File: src/rtl/wdt_seq_pkg.sv
// Shared types and helpers for the watchdog reset sequencer.
package wdt_seq_pkg;

    // Sequencer phases: timed reset, boot grace, supervised run, latched failure.
    typedef enum logic [1:0] {
        StHold    = 2'd0,
        StGrace   = 2'd1,
        StArmed   = 2'd2,
        StLockout = 2'd3
    } wdt_state_e;

    // Why the most recent reset pulse was issued.
    typedef enum logic [1:0] {
        CausePowerOn    = 2'b00,
        CauseWatchdog   = 2'b01,
        CauseLockoutClr = 2'b10
    } reset_cause_e;

    // Number of clock cycles in a period given in milliseconds.
    function automatic int unsigned ms_to_cycles(input int unsigned freq, input int unsigned ms);
        return (freq / 1000) * ms;
    endfunction

    // Largest of three cycle counts; sizes the shared down-counter.
    function automatic int unsigned max3(input int unsigned a, input int unsigned b,
                                         input int unsigned c);
        int unsigned m;
        m = a;
        if (b > m) m = b;
        if (c > m) m = c;
        return m;
    endfunction

endpackage

File: src/rtl/cycle_timer.sv
// Loadable down-counter with a zero flag. Holds at zero until reloaded.
module cycle_timer #(
    parameter int unsigned      Width    = 8,
    parameter logic [Width-1:0] ResetVal = '0
) (
    input  logic             ipClk,
    input  logic             ipnReset,
    input  logic             load_i,
    input  logic [Width-1:0] load_val_i,
    output logic             zero_o
);

    logic [Width-1:0] count_q, count_d;

    // Load takes priority; otherwise count down and stick at zero.
    always_comb begin
        count_d = count_q;
        if (load_i) begin
            count_d = load_val_i;
        end else if (count_q != '0) begin
            count_d = count_q - Width'(1);
        end
    end

    // Counter register; reset value is chosen by the parent.
    always_ff @(posedge ipClk or negedge ipnReset) begin
        if (!ipnReset) begin
            count_q <= ResetVal;
        end else begin
            count_q <= count_d;
        end
    end

    assign zero_o = (count_q == '0);

endmodule

File: src/rtl/watchdog_reset_sequencer.sv
// Watchdog reset sequencer: turns a watchdog timeout into a timed system reset,
// a post-boot grace window, and a lockout after too many consecutive failed boots.
// Optional feature: define WDT_RESET_CAUSE_EN to add the opResetCause output.
module watchdog_reset_sequencer
    import wdt_seq_pkg::*;
#(
    parameter int unsigned Clk_Frequency = 50_000_000,
    parameter int unsigned Hold_ms       = 10,
    parameter int unsigned Grace_ms      = 200,
    parameter int unsigned Stable_ms     = 1000,
    parameter int unsigned Max_Retries   = 3
) (
    input  logic                                 ipClk,
    input  logic                                 ipnReset,
    input  logic                                 ipWatchdogError,
    input  logic                                 ipClearLockout,
    output logic                                 opSystemReset,
    output logic                                 opWatchdogRestart,
    output logic                                 opLockout,
`ifdef WDT_RESET_CAUSE_EN
    output logic [1:0]                           opResetCause,
`endif
    output logic [$clog2(Max_Retries + 1)-1:0]   opRetryCount
);

    localparam int unsigned RW           = $clog2(Max_Retries + 1);
    localparam int unsigned HoldCycles   = ms_to_cycles(Clk_Frequency, Hold_ms);
    localparam int unsigned GraceCycles  = ms_to_cycles(Clk_Frequency, Grace_ms);
    localparam int unsigned StableCycles = ms_to_cycles(Clk_Frequency, Stable_ms);
    localparam int unsigned MaxCycles    = max3(HoldCycles, GraceCycles, StableCycles);
    localparam int unsigned CntW         = $clog2(MaxCycles) + 1;

    // Counter reload values: a phase of N cycles counts N-1 down to 0.
    localparam logic [CntW-1:0] HoldLoad   = CntW'(HoldCycles - 1);
    localparam logic [CntW-1:0] GraceLoad  = CntW'(GraceCycles - 1);
    localparam logic [CntW-1:0] StableLoad = CntW'(StableCycles - 1);

    localparam logic [RW-1:0] RetryMax  = RW'(Max_Retries);
    localparam logic [RW-1:0] RetryLast = RW'(Max_Retries - 1);

    wdt_state_e      state_q, state_d;
    logic [RW-1:0]   retry_q, retry_d;
    logic            timer_load;
    logic [CntW-1:0] timer_val;
    logic            timer_zero;

    logic            sys_rst_q, sys_rst_d;
    logic            restart_q, restart_d;
    logic            lockout_q, lockout_d;

`ifdef WDT_RESET_CAUSE_EN
    reset_cause_e    cause_q, cause_d;
`endif

    // Shared phase timer; reset value makes power-on produce one full HOLD pulse.
    cycle_timer #(
        .Width    (CntW),
        .ResetVal (HoldLoad)
    ) u_timer (
        .ipClk      (ipClk),
        .ipnReset   (ipnReset),
        .load_i     (timer_load),
        .load_val_i (timer_val),
        .zero_o     (timer_zero)
    );

    // State and retry-count registers.
    always_ff @(posedge ipClk or negedge ipnReset) begin
        if (!ipnReset) begin
            state_q <= StHold;
            retry_q <= '0;
        end else begin
            state_q <= state_d;
            retry_q <= retry_d;
        end
    end

    // Next-state logic; the timer is reloaded on every state entry.
    always_comb begin
        state_d    = state_q;
        retry_d    = retry_q;
        timer_load = 1'b0;
        timer_val  = '0;
`ifdef WDT_RESET_CAUSE_EN
        cause_d    = cause_q;
`endif
        unique case (state_q)
            StHold: begin
                if (timer_zero) begin
                    state_d    = StGrace;
                    timer_load = 1'b1;
                    timer_val  = GraceLoad;
                end
            end
            StGrace: begin
                // Watchdog error is deliberately ignored while the system boots.
                if (timer_zero) begin
                    state_d    = StArmed;
                    timer_load = 1'b1;
                    timer_val  = StableLoad;
                end
            end
            StArmed: begin
                // Error outranks stable-expiry, so the count still advances that cycle.
                if (ipWatchdogError) begin
                    if (retry_q >= RetryLast) begin
                        state_d    = StLockout;
                        retry_d    = RetryMax;
                        timer_load = 1'b1;
                        timer_val  = '0;
                    end else begin
                        state_d    = StHold;
                        retry_d    = retry_q + RW'(1);
                        timer_load = 1'b1;
                        timer_val  = HoldLoad;
`ifdef WDT_RESET_CAUSE_EN
                        cause_d    = CauseWatchdog;
`endif
                    end
                end else if (timer_zero) begin
                    // Ran long enough without a timeout: the boot counts as good.
                    retry_d = '0;
                end
            end
            StLockout: begin
                retry_d = RetryMax;
                if (ipClearLockout) begin
                    state_d    = StHold;
                    retry_d    = '0;
                    timer_load = 1'b1;
                    timer_val  = HoldLoad;
`ifdef WDT_RESET_CAUSE_EN
                    cause_d    = CauseLockoutClr;
`endif
                end
            end
            default: begin
                state_d    = StHold;
                timer_load = 1'b1;
                timer_val  = HoldLoad;
            end
        endcase
    end

    // Output decode from the next state so the registered outputs track state_q exactly.
    always_comb begin
        sys_rst_d = (state_d == StHold) || (state_d == StLockout);
        restart_d = (state_d == StHold) || (state_d == StLockout);
        lockout_d = (state_d == StLockout);
    end

    // Output registers; reset values hold the system in reset from power-on.
    always_ff @(posedge ipClk or negedge ipnReset) begin
        if (!ipnReset) begin
            sys_rst_q <= 1'b1;
            restart_q <= 1'b1;
            lockout_q <= 1'b0;
        end else begin
            sys_rst_q <= sys_rst_d;
            restart_q <= restart_d;
            lockout_q <= lockout_d;
        end
    end

`ifdef WDT_RESET_CAUSE_EN
    // Reset cause, updated on each HOLD entry.
    always_ff @(posedge ipClk or negedge ipnReset) begin
        if (!ipnReset) begin
            cause_q <= CausePowerOn;
        end else begin
            cause_q <= cause_d;
        end
    end

    assign opResetCause = cause_q;
`endif

    assign opSystemReset     = sys_rst_q;
    assign opWatchdogRestart = restart_q;
    assign opLockout         = lockout_q;
    assign opRetryCount      = retry_q;

endmodule

File: config.mk
export PLATFORM = sky130hd
export DESIGN_NAME = watchdog_reset_sequencer
export DESIGN_NICKNAME = d
export VERILOG_FILES = /design/src/rtl/wdt_seq_pkg.sv /design/src/rtl/cycle_timer.sv /design/src/rtl/watchdog_reset_sequencer.sv
export SDC_FILE = /design/constraint.sdc
export NUM_CORES = 1
export LEC_CHECK = 0
export CORE_ASPECT_RATIO = 0.75
export CORE_UTILIZATION = 45
export CTS_CLUSTER_DIAMETER = 100
export DETAILED_ROUTE_END_ITERATION = 10
export HOLD_SLACK_MARGIN = 0.05
export SYNTH_ARGS = -nofsm -noshare
export SYNTH_HDL_FRONTEND = slang
export SYNTH_SLANG_ARGS = --single-unit
File: constraint.sdc
create_clock -name ipClk -period 2.6 [get_ports ipClk]
set_input_delay 0.78 -clock ipClk [delete_from_list [all_inputs] [get_ports ipClk]]
set_output_delay 0.78 -clock ipClk [all_outputs]
set_load 0.01 [all_outputs]
==> out/results.txt, run 1 <==
Run status: finished with violations
Failing checks: design-rule violations
Worst Slack Setup Final: 0.1312 ns
Pwr dens: 1061 mW/mm2
Slowest CP cell: sky130_fd_sc_hd__or4_4
Setup CP Type: register to register
Max H-tree Level: 2
Hold buffer count at cts: 0
Measured slew at the worst slew-check pin: 0.6085 ns
Pin count of the biggest net entering global routing: 34
Number of DRC markers in iteration 0: 166
N_diodes: 0
Post-layout min period: 2.469 ns
Leakage power summed over all cells: 0.8955 nW
Max-slew violations: 0
Layout cells sized above 1: 20.61%
Max-cap violations: 0
Rel. slew slack: 59.06%
Port Buffers: 8
Data arrival, critical path: 2.70 ns
Dominant cell type by area after synthesis: sky130_fd_sc_hd__dfrtp_1
Critical path cell sequence: or4_1 > or4_4 > nor3_4 > xnor2_1 > o22ai_1 > ha_1 > inv_1
Clk sink count: 33
Number of synthesis warnings: 0
Register share of total power: 42.8%
Number of nets in the synthesized netlist: 208
Average via count per standard cell: 5.975
Stage delay of the slowest cell on the critical path: 0.56 ns
Initial antenna violation count: 0
Synthesized instance count: 201
Starting density of the core: 47.16%
RSZ-0062 raised after global routing: false
Worst VDD drop: 0.4674 mV
Final-report hold violation count: 0
Netlist cell types: 41
Portion of total power attributed to the clock network: 23.5%
Type of the tightest min-delay check: register to register
Setup violations, final: 0
Data required, critical path: 2.83 ns
Global-route congestion overflow total: 0
CTS clock-pin slew for the worst setup and hold paths: 0.07 ns
Number of global-route vias before repair: 1569
Clock latency at the later pin of the worst-skew pair: 0.29 ns
Portion of total power attributed to combinational logic: 33.8%
Area growth, synth to finish: 20.22%
Clock tree from TritonCTS: yes
Hold_ws: 0.5511 ns
Final weighted congestion of routability-driven global placement: 0.9158
Number of vias after detailed routing: 1691
Sequential cell area fraction in the yosys report: 43.98%
Leading cell types in the layout, fill and taps excluded: sky130_fd_sc_hd__dfrtp_1 (21), sky130_fd_sc_hd__o21ai_0 (20), sky130_fd_sc_hd__buf_4 (17)
Post-synthesis instance area: 0.001912 mm2
Die outline area: 0.004516 mm2
Routed wire length: 4710 um
Switching power total: 0.8771 mW
Total of flip-flops plus latches after synthesis: 33
Clock buffers created by TritonCTS: 5
Final clock skew: 0.005670 ns
Launching element type of the critical path: register
Width of the die: 77.27 um
Core region area: 0.004054 mm2
Largest fanout on the critical path: 6
Switching share of power: 35.96%
Worst slack after detailed placement: 0.07950 ns
First-pass GRT wire length: 7797 um
Placement row count: 20
Synthesized area divided by synthesized cell count: 9.512 um2
Setup Total Neg Slack: 0 ns
WL/cell: 16.64 um
Critical path endpoint category: register
Top cells by area in the synthesized netlist: sky130_fd_sc_hd__dfrtp_1 (27%), sky130_fd_sc_hd__dfstp_2 (16%), sky130_fd_sc_hd__xnor2_1 (5.5%)
Highest achievable clock rate: 405.0 MHz
Iteration count of the initial detailed-routing pass: 7
Root Driver: sky130_fd_sc_hd__clkbuf_8
I/O Pins: 9
Sum of net half-perimeters after detailed placement: 3401 um
Total routing usage reported by global routing: 22.83%
Sum of internal, switching and leakage power: 2.439 mW
CTS Buffer Depth: 2
Internal portion of total power: 1.562 mW
Leading cell type in the layout, fill and taps excluded: sky130_fd_sc_hd__dfrtp_1
Die height: 58.45 um
Total DRC errors in the routed layout: 1
Top cell type's share of synthesized area: 27.49%
Crit share post-route: 94.96%
Antenna-violating nets left: 0
Post-layout net count: 234
## repair_timing
item,CTS,global route
buffers inserted,0,2
gates resized for setup,0,1
setup endpoints to repair,0,2
## power by group through the flow
stage                     registers [mW]  clock network, mW  logic (mW)
after floorplan                    0.970                  0       0.583
after global placement              1.03                  0       0.801
after detailed placement            1.04                  0       0.806
after CTS                           1.03              0.584       0.815
after global routing                1.08              0.603       0.928
final                               1.04              0.573       0.823
## cells by family after synthesis
group           count (synthesis)  share of synthesized area [%]
buf+inv                        12                          2.617
compound gates                 53                          16.88
flops                          33                          43.98
simple gates                   79                          24.54
mux                             2                          1.309
fa+ha+maj                       3                          1.964
xor+xnor                       19                          8.704
## synthesized netlist by cell type
master / count
sky130_fd_sc_hd__a21boi_0: 3
sky130_fd_sc_hd__a21oi_1: 12
sky130_fd_sc_hd__a22oi_1: 2
sky130_fd_sc_hd__a2bb2oi_1: 1
sky130_fd_sc_hd__and3_1: 1
sky130_fd_sc_hd__and4_1: 1
sky130_fd_sc_hd__buf_2: 1
sky130_fd_sc_hd__buf_4: 1
sky130_fd_sc_hd__clkbuf_1: 4
sky130_fd_sc_hd__dfrtp_1: 21
sky130_fd_sc_hd__dfstp_2: 12
sky130_fd_sc_hd__ha_1: 3
sky130_fd_sc_hd__inv_1: 6
sky130_fd_sc_hd__mux2_4: 1
sky130_fd_sc_hd__mux2i_1: 1
sky130_fd_sc_hd__nand2_1: 12
sky130_fd_sc_hd__nand2b_1: 3
sky130_fd_sc_hd__nand3_1: 3
sky130_fd_sc_hd__nand4_1: 7
sky130_fd_sc_hd__nor2_1: 9
sky130_fd_sc_hd__nor3_1: 10
sky130_fd_sc_hd__nor3_4: 1
sky130_fd_sc_hd__nor3b_1: 2
sky130_fd_sc_hd__nor4_1: 11
sky130_fd_sc_hd__nor4_2: 1
sky130_fd_sc_hd__nor4b_1: 3
sky130_fd_sc_hd__o21ai_0: 20
sky130_fd_sc_hd__o21ai_2: 2
sky130_fd_sc_hd__o21bai_1: 2
sky130_fd_sc_hd__o221ai_1: 1
sky130_fd_sc_hd__o22ai_1: 5
sky130_fd_sc_hd__o31a_1: 2
sky130_fd_sc_hd__o31ai_1: 2
sky130_fd_sc_hd__o41a_1: 1
sky130_fd_sc_hd__or2_0: 1
sky130_fd_sc_hd__or2_2: 3
sky130_fd_sc_hd__or3_1: 2
sky130_fd_sc_hd__or4_1: 8
sky130_fd_sc_hd__or4_4: 1
sky130_fd_sc_hd__xnor2_1: 12
sky130_fd_sc_hd__xor2_1: 7
## per-stage QoR
stage	area (um2)	instances	utilization, %
after global routing	2298	283	56.70
after detailed placement	2146	273	52.93
after floorplan	1912	201	-
final	2298	283	56.70
after global placement	2146	273	52.93
after CTS	2280	281	56.23
## per-layer routing
metal / part of all wire [%] / GRT usage (%)
met5: 0 / 0
met4: 1.4 / 10.24
met3: 6.4 / 7.132
met2: 42 / 30.85
met1: 50 / 33.23
## sequential cells by signal, indices dropped and copies added (netlist names)
| register | count |
|---|---|
| opWatchdogRestart | 1 |
| opLockout | 1 |
| state_q | 2 |
| opRetryCount | 2 |
| u_timer.count_q | 27 |
## final timing paths
check | from | endpoint | slack, ns | cells past startpoint
max | u_timer.count_q[16]$_DFFE_PN1P_ | opWatchdogRestart$_DFF_PN1_ | 0.13 | 7
min | u_timer.count_q[1]$_DFFE_PN1P_ | u_timer.count_q[1]$_DFFE_PN1P_ | 0.55 | 2
max reg2reg | u_timer.count_q[16]$_DFFE_PN1P_ | opWatchdogRestart$_DFF_PN1_ | 0.13 | 7
min reg2reg | u_timer.count_q[1]$_DFFE_PN1P_ | u_timer.count_q[1]$_DFFE_PN1P_ | 0.55 | 2
max in group asynchronous | ipnReset | u_timer.count_q[13]$_DFFE_PN1P_ | 1.38 | 2
min in group asynchronous | ipnReset | u_timer.count_q[9]$_DFFE_PN0P_ | 0.88 | 2
## critical path, delay by kind of cell (launching register included)
family	cells	cell delay [ns]
simple gates	3	1.38
fa+ha+maj	1	0.29
buf+inv	1	0.06
flops	1	0.39
compound gates	1	0.12
xor+xnor	1	0.18
## layout make-up
type / instances / area, um2
Clock buffer: 5 / 68.82
Clock inverter: 3 / 65.06
Timing Repair Buffer: 25 / 207.7
Sequential cell: 33 / 840.8
Fill cell: 358 / 1755
Inverter: 6 / 22.52
Multi-Input combinational cell: 156 / 1025
Tap cell: 55 / 68.82
Power figures use the tool's default switching activity.
==> inputs of run 2 (changes only) <==
ABC_AREA = 1   (was default)
clock period = 2.76 ns   (was 2.6 ns; I/O delays follow)
==> run 2 against run 1 <==
Against the previous run:
- the flow now finishes without violations
- area after synthesis is 25% higher
- clock power decreased by 32%
- clock skew up 0.0046 ns
- count of clock-buffer cells in the layout grew 3
- hold slack better by 0.0068 ns
- sequential cell count is the same
- global-route usage is 0.38 points higher
- total power fell by 2.1%
- largest cell class unchanged
- sequential power decreased by 12%
- wire length grew 21%
- via count increased by 19%
==> out/results.txt, run 2 <==
Cts repair resizes: 0 (unchanged)
Data arrival, critical path: 1.35 ns (-1.35 ns)
Port Buffers: 8 (unchanged)
Worst slack after detailed placement: 0.4052 ns (+0.3257 ns)
Rel. slew slack: 63.26% (+4.2 points)
Total routing usage reported by global routing: 23.21% (+0.38 points)
Critical path endpoint category: output pin
Routed wire length: 5702 um (+21%)
Core region area: 0.004982 mm2 (+23%)
Setup violations, final: 0 (unchanged)
Die outline area: 0.005598 mm2 (+24%)
Width of the die: 86.06 um (+11%)
Starting density of the core: 47.87% (+0.70 points)
Count leader, synth: sky130_fd_sc_hd__nand2_1
Worst Slack Setup Final: 0.5852 ns (+0.4540 ns)
Pwr dens: 916.7 mW/mm2 (-14%)
Number of vias after detailed routing: 2016 (+19%)
Worst hold path stage count: 2 (unchanged)
Setup CP Type: register to output pin
Pin count of the biggest net entering global routing: 34 (unchanged)
Type of the tightest min-delay check: register to register
First-pass GRT wire length: 9646 um (+24%)
Slowest CP cell: sky130_fd_sc_hd__dfstp_2
Netlist cell types: 35 (-15%)
Stage delay of the slowest cell on the critical path: 0.53 ns (-0.03 ns)
Most numerous cell types in the synthesized netlist: sky130_fd_sc_hd__nand2_1 (74), sky130_fd_sc_hd__nor2_1 (42), sky130_fd_sc_hd__inv_1 (32)
Sum of net half-perimeters after detailed placement: 4398 um (+29%)
Number of global-route vias before repair: 1883 (+20%)
Number of flip-flops in the largest register: 27 (unchanged)
Setup Total Neg Slack: 0 ns (unchanged)
Cell Area, Placed: 0.002514 mm2 (+17%)
Top cells by area in the synthesized netlist: sky130_fd_sc_hd__dfrtp_1 (22%), sky130_fd_sc_hd__dfstp_2 (13%), sky130_fd_sc_hd__nand2_1 (12%)
Crit share post-route: 78.80%
Synth async-reset ratio: 100.0% (unchanged)
Top cell type's share of synthesized area: 22.04% (-5.5 points)
Post-layout min period: 2.175 ns
Average via count per standard cell: 4.953 (-17%)
Highest achievable clock rate: 459.8 MHz
Number of nets in the synthesized netlist: 329 (+58%)
Clock tree from TritonCTS: yes
Leakage power summed over all cells: 1.243 nW (+39%)
Register bank with the most flops: u_timer.count_q
Leading cell types in the layout, fill and taps excluded: sky130_fd_sc_hd__nand2_1 (74), sky130_fd_sc_hd__nor2_1 (42), sky130_fd_sc_hd__inv_1 (32), sky130_fd_sc_hd__nand3_1 (23), sky130_fd_sc_hd__dfrtp_1 (21)
WL/cell: 14.01 um (-16%)
Iteration count of the initial detailed-routing pass: 5 (-2)
WP buf/inv: 1 (unchanged)
Clock latency at the later pin of the worst-skew pair: 0.29 ns (about the same)
Final weighted congestion of routability-driven global placement: 0.8889 (-2.9%)
Synthesized area divided by synthesized cell count: 7.406 um2 (-22%)
Final clock skew: 0.01028 ns (+0.004610 ns)
Placement row count: 22 (+10%)
Run status: complete, no violations
Dominant delay contributor by cell family on the critical path: flip-flops
CTS clock-pin slew for the worst setup and hold paths: 0.08 ns (about the same)
Max-slew violations: 0 (unchanged)
Layout cells sized above 1: 22.69% (+2.1 points)
Number of enable flip-flop cells after synthesis: 0 (unchanged)
Dominant register cell in the synthesized netlist: sky130_fd_sc_hd__dfrtp_1
Fill cells: 494 (+38%)
Total DRC errors in the routed layout: 0 (-1)
Number of DRC markers in iteration 0: 153 (-7.8%)
Sequential cell area fraction in the yosys report: 35.26% (-8.7 points)
Total of flip-flops plus latches after synthesis: 33 (unchanged)
Summed area of non-filler cells in the final layout: 0.002604 mm2 (+13%)
Final-report hold violation count: 0 (unchanged)
Initial antenna violation count: 0 (unchanged)
Critical path cell sequence: clkdlybuf4s50_1
Max H-tree Level: 2 (unchanged)
Synthesized instance count: 322 (+60%)
Leading cell type in the layout, fill and taps excluded: sky130_fd_sc_hd__nand2_1
Die height: 65.05 um (+11%)
Number of synthesis warnings: 0 (unchanged)
Max-cap violations: 0 (unchanged)
Worst VDD drop: 0.5215 mV (+12%)
Postcts setup bufs: 0 (unchanged)
Clock buffers created by TritonCTS: 5 (unchanged)
Data required, critical path: 1.93 ns (-0.90 ns)
CTS Buffer Depth: 2 (unchanged)
Count of cells along the worst register-to-register path: 9 (+2)
Post-synthesis instance area: 0.002385 mm2 (+25%)
Antenna-violating nets left: 0 (unchanged)
Post-layout net count: 341 (+46%)
Clk sink count: 33 (unchanged)
Launching element type of the critical path: register
Area growth, synth to finish: 9.182%
Measured slew at the worst slew-check pin: 0.5443 ns (-0.06425 ns)
Hold buffer count at cts: 0 (unchanged)
Root Driver: sky130_fd_sc_hd__clkbuf_8
Dominant cell type by area after synthesis: sky130_fd_sc_hd__dfrtp_1
N_diodes: 0 (unchanged)
Largest fanout on the critical path: 2 (-4)
CP Depth: 1 (-6)
I/O Pins: 9 (unchanged)
RSZ-0062 raised after global routing: false
Global-route congestion overflow total: 0 (unchanged)
==> run 2: cell count changes after synthesis, sizes merged, moves of 6 or more <==
cell | before | now
or4 | 9 | 0
nor2 | 9 | 56
nand2 | 12 | 94
nand3 | 3 | 27
inv | 6 | 41
nor4 | 12 | 0
o21ai | 22 | 5
a21oi | 12 | 20
xnor2 | 12 | 6
==> run 2: worst reg2reg max path, delay by kind of cell, from the launching register on <==
kind / cells / cell delay, ns
adders and majority gates: 2 / 0.54
buffers and inverters: 2 / 0.18
DFF: 1 / 0.36
and+or+nand+nor: 5 / 0.77
==> run 2: kinds of logic (layout without fill, tap and decap cells) <==
family                     Yosys count  in the layout  share of synthesized area (%)
AOI/OAI and AO/OA                   28             28                          7.031
xor gates and xnor gates            16             16                          5.876
adders and majority gates            3              3                          1.574
buffers and inverters               47             60                          9.706
DFF                                 33             33                          35.26
and+or+nand+nor                    195            195                          40.56
==> run 2: path summary, 6_finish.rpt <==
check | end | slack (ns) | from
worst min-delay path | opRetryCount[0]$_DFFE_PN0P_ | 0.56 | opRetryCount[0]$_DFFE_PN0P_
max in group asynchronous | u_timer.count_q[1]$_DFFE_PN1P_ | 1.47 | ipnReset
worst max-delay path | opWatchdogRestart | 0.59 | opWatchdogRestart$_DFF_PN1_
min in group asynchronous | state_q[1]$_DFF_PN0_ | 0.94 | ipnReset
worst min register to register | opRetryCount[0]$_DFFE_PN0P_ | 0.56 | opRetryCount[0]$_DFFE_PN0P_
worst max register to register | opWatchdogRestart$_DFF_PN1_ | 0.86 | u_timer.count_q[0]$_DFFE_PN1P_
==> run 2: routing by layer <==
layer  GRT usage, %  vias up  wire, um  part of all wire (%)
met4          6.875        0        73                   1.3
met2          31.94       52      2127                    37
met5              0        -         0                     0
met3          4.204        7       273                   4.8
met1          36.08      914      3227                    57
li1               -     1043         -                     -
==> run 2: final cells by class <==
cell class	count	area (um2)	area share (%)
clock buffers	8	90.09	3.460
inverters	42	175.2	6.728
multi-input cells	242	1313	50.41
flip-flops and latches	33	840.8	32.29
well taps	72	90.09	3.460
repair buffers	10	95.09	3.652
==> run 2: power breakdown <==
group,internal [mW],switching [mW],total (mW)
sequential,0.720,0.193,0.913
combinational,0.420,0.662,1.08
clock,0.204,0.188,0.392
==> run 2: per-stage QoR <==
step / util [%] / std cells / hold slack, ns / total power [mW]
floorplan: - / 322 / 0.5149 / 1.713
global placement: 50.45 / 399 / 0.5415 / 1.987
detailed placement: 50.45 / 399 / 0.5497 / 1.980
CTS: 52.26 / 407 / 0.5652 / 2.379
global route: 52.26 / 407 / 0.6057 / 2.582
finish: 52.26 / 407 / 0.5579 / 2.387
==> inputs of run 3 (changes only) <==
clock period = 2 ns   (was 2.76 ns; I/O delays follow)
==> run 3 against run 2 <==
Against the previous run:
- die area stayed put
- largest cell class unchanged
- sequential share of layout area is 0.79 points lower
- first-iteration DRC count increased by 42%
- worst setup slack lost 0.53 ns
==> out/results.txt, run 3 (same netlist as run 2, synthesis figures left out) <==
Leakage power summed over all cells: 1.279 nW (+2.9%)
Switching share of power: 43.49% (-0.23 points)
Register share of total power: 38.0% (-0.2 points)
Number of global-route vias before repair: 1972 (+4.7%)
Final clock skew: 0.008014 ns (-0.002266 ns)
Number of vias after detailed routing: 2113 (+4.8%)
WL/cell: 14.22 um (+1.5%)
Worst hold path stage count: 3 (+1)
Data arrival, critical path: 1.35 ns (about the same)
Leading cell type in the layout, fill and taps excluded: sky130_fd_sc_hd__nand2_1
Cts repair resizes: 0 (unchanged)
Routed wire length: 5888 um (+3.3%)
Leading cell types in the layout, fill and taps excluded: sky130_fd_sc_hd__nand2_1 (74), sky130_fd_sc_hd__nor2_1 (42), sky130_fd_sc_hd__inv_1 (32), sky130_fd_sc_hd__nand3_1 (23), sky130_fd_sc_hd__dfrtp_1 (21)
CP Depth: 1 (unchanged)
Slowest CP cell: sky130_fd_sc_hd__dfstp_2
Max-slew violations: 0 (unchanged)
Die height: 65.05 um (unchanged)
Stage delay of the slowest cell on the critical path: 0.53 ns (about the same)
CTS clock-pin slew for the worst setup and hold paths: 0.07 ns (about the same)
Portion of total power attributed to combinational logic: 45.7% (+0.4 points)
I/O Pins: 9 (unchanged)
Postcts setup bufs: 0 (unchanged)
Starting density of the core: 47.87% (unchanged)
Die outline area: 0.005598 mm2 (unchanged)
Max-cap violations: 0 (unchanged)
Measured slew at the worst slew-check pin: 0.4755 ns (-0.06878 ns)
Number of flip-flops in the largest register: 27 (unchanged)
Hold_sp: u_timer.count_q[26]$_DFFE_PN0P_
Final-report hold violation count: 0 (unchanged)
Fill cells: 488 (-1.2%)
Type of the tightest min-delay check: register to register
WP buf/inv: 1 (unchanged)
Total routing usage reported by global routing: 24.41% (+1.2 points)
Sum of internal, switching and leakage power: 3.307 mW (+39%)
Critical path endpoint category: output pin
N_diodes: 0 (unchanged)
Setup violations, final: 0 (unchanged)
Antenna-violating nets left: 0 (unchanged)
Pwr dens: 1239 mW/mm2 (+35%)
Area growth, synth to finish: 11.91%
Switching power total: 1.438 mW (+38%)
Launching element type of the critical path: register
Critical path cell sequence: clkdlybuf4s50_1
Layout cells sized above 1: 24.27% (+1.6 points)
Highest achievable clock rate: 514.0 MHz
Sum of net half-perimeters after detailed placement: 4651 um (+5.8%)
Port Buffers: 8 (unchanged)
Final weighted congestion of routability-driven global placement: 0.9025 (+1.5%)
Clock tree from TritonCTS: yes
Post-layout net count: 348 (+2.1%)
Iteration count of the initial detailed-routing pass: 5 (unchanged)
Largest fanout on the critical path: 2 (unchanged)
Register bank with the most flops: u_timer.count_q
Max H-tree Level: 2 (unchanged)
Rel. slew slack: 67.90% (+4.6 points)
Startpoint of the worst setup timing path: opWatchdogRestart$_DFF_PN1_
Global-route congestion overflow total: 0 (unchanged)
Root Driver: sky130_fd_sc_hd__clkbuf_8
Clock latency at the later pin of the worst-skew pair: 0.29 ns (about the same)
Setup CP Type: register to output pin
First-pass GRT wire length: 10200 um (+5.7%)
Count of cells along the worst register-to-register path: 8 (-1)
Average via count per standard cell: 5.104 (+3.0%)
Worst VDD drop: 0.6766 mV (+30%)
Worst flop-to-flop path startpoint: u_timer.count_q[0]$_DFFE_PN1P_
Hold buffer count at cts: 0 (unchanged)
Data required, critical path: 1.40 ns (-0.53 ns)
Pin count of the biggest net entering global routing: 34 (unchanged)
Post-layout min period: 1.946 ns
Clk sink count: 33 (unchanged)
Portion of total power attributed to the clock network: 16.3% (about the same)
Crit share post-route: 97.28%
CTS Buffer Depth: 2 (unchanged)
Placement row count: 22 (unchanged)
Initial antenna violation count: 0 (unchanged)
Dominant delay contributor by cell family on the critical path: flip-flops
Run status: complete, no violations
Total DRC errors in the routed layout: 0 (unchanged)
Clock buffers created by TritonCTS: 5 (unchanged)
Internal portion of total power: 1.869 mW (+39%)
Worst slack after detailed placement: -0.1184 ns (-0.5236 ns)
Number of DRC markers in iteration 0: 218 (+42%)
Width of the die: 86.06 um (unchanged)
RSZ-0062 raised after global routing: false
Worst Slack Setup Final: 0.05440 ns (-0.5307 ns)
Core region area: 0.004982 mm2 (unchanged)
-- run 3: cell count changes in the layout (fill, tap and decap cells not counted), sizes merged --
cell	change
buf	+7
-- run 3: metrics by stage --
step | hold slack (ns) | util (%) | TNS [ns] | cell area [um2] | std cells
after floorplan | 0.3044 | - | 0 | 2385 | 322
final | 0.5593 | 53.57 | 0 | 2669 | 414
after global placement | 0.5452 | 51.76 | -0.05718 | 2579 | 406
after global routing | 0.6252 | 53.57 | 0 | 2669 | 414
after detailed placement | 0.5433 | 51.76 | -0.1253 | 2579 | 406
after CTS | 0.5597 | 53.57 | 0 | 2669 | 414
-- run 3: path summary, 6_finish.rpt --
path / to / slack, ns
worst max-delay path: opWatchdogRestart / 0.05
worst min-delay path: u_timer.count_q[26]$_DFFE_PN0P_ / 0.56
worst max register to register: opWatchdogRestart$_DFF_PN1_ / 0.14
worst min register to register: u_timer.count_q[26]$_DFFE_PN0P_ / 0.56
max in group asynchronous: u_timer.count_q[1]$_DFFE_PN1P_ / 1.07
min in group asynchronous: state_q[1]$_DFF_PN0_ / 0.67
-- run 3: power by group through the flow --
stage                     clock (mW)  combinational (mW)  sequential (mW)
after floorplan                    0                1.16             1.20
after global placement             0                1.48             1.26
after detailed placement           0                1.50             1.26
after CTS                      0.550                1.50             1.25
after global routing           0.577                1.72             1.29
final                          0.538                1.51             1.26
-- run 3: layout make-up --
type                       instances  area (um2)  area share (%)
multi-input combinational        242        1313           49.18
timing repair buffer              17       160.2           6.001
tap                               72       90.09           3.376
sequential                        33       840.8           31.50
inverter                          42       175.2           6.564
clock buffer                       8       90.09           3.376
-- run 3: routing by layer --
| metal | vias up | global-route usage, % | wire length, um |
|---|---|---|---|
| met4 | 0 | 6.875 | 78 |
| li1 | 1052 | - | - |
| met3 | 8 | 4.204 | 324 |
| met1 | 992 | 38.50 | 3136 |
| met2 | 61 | 33.33 | 2349 |
| met5 | - | 0 | 0 |
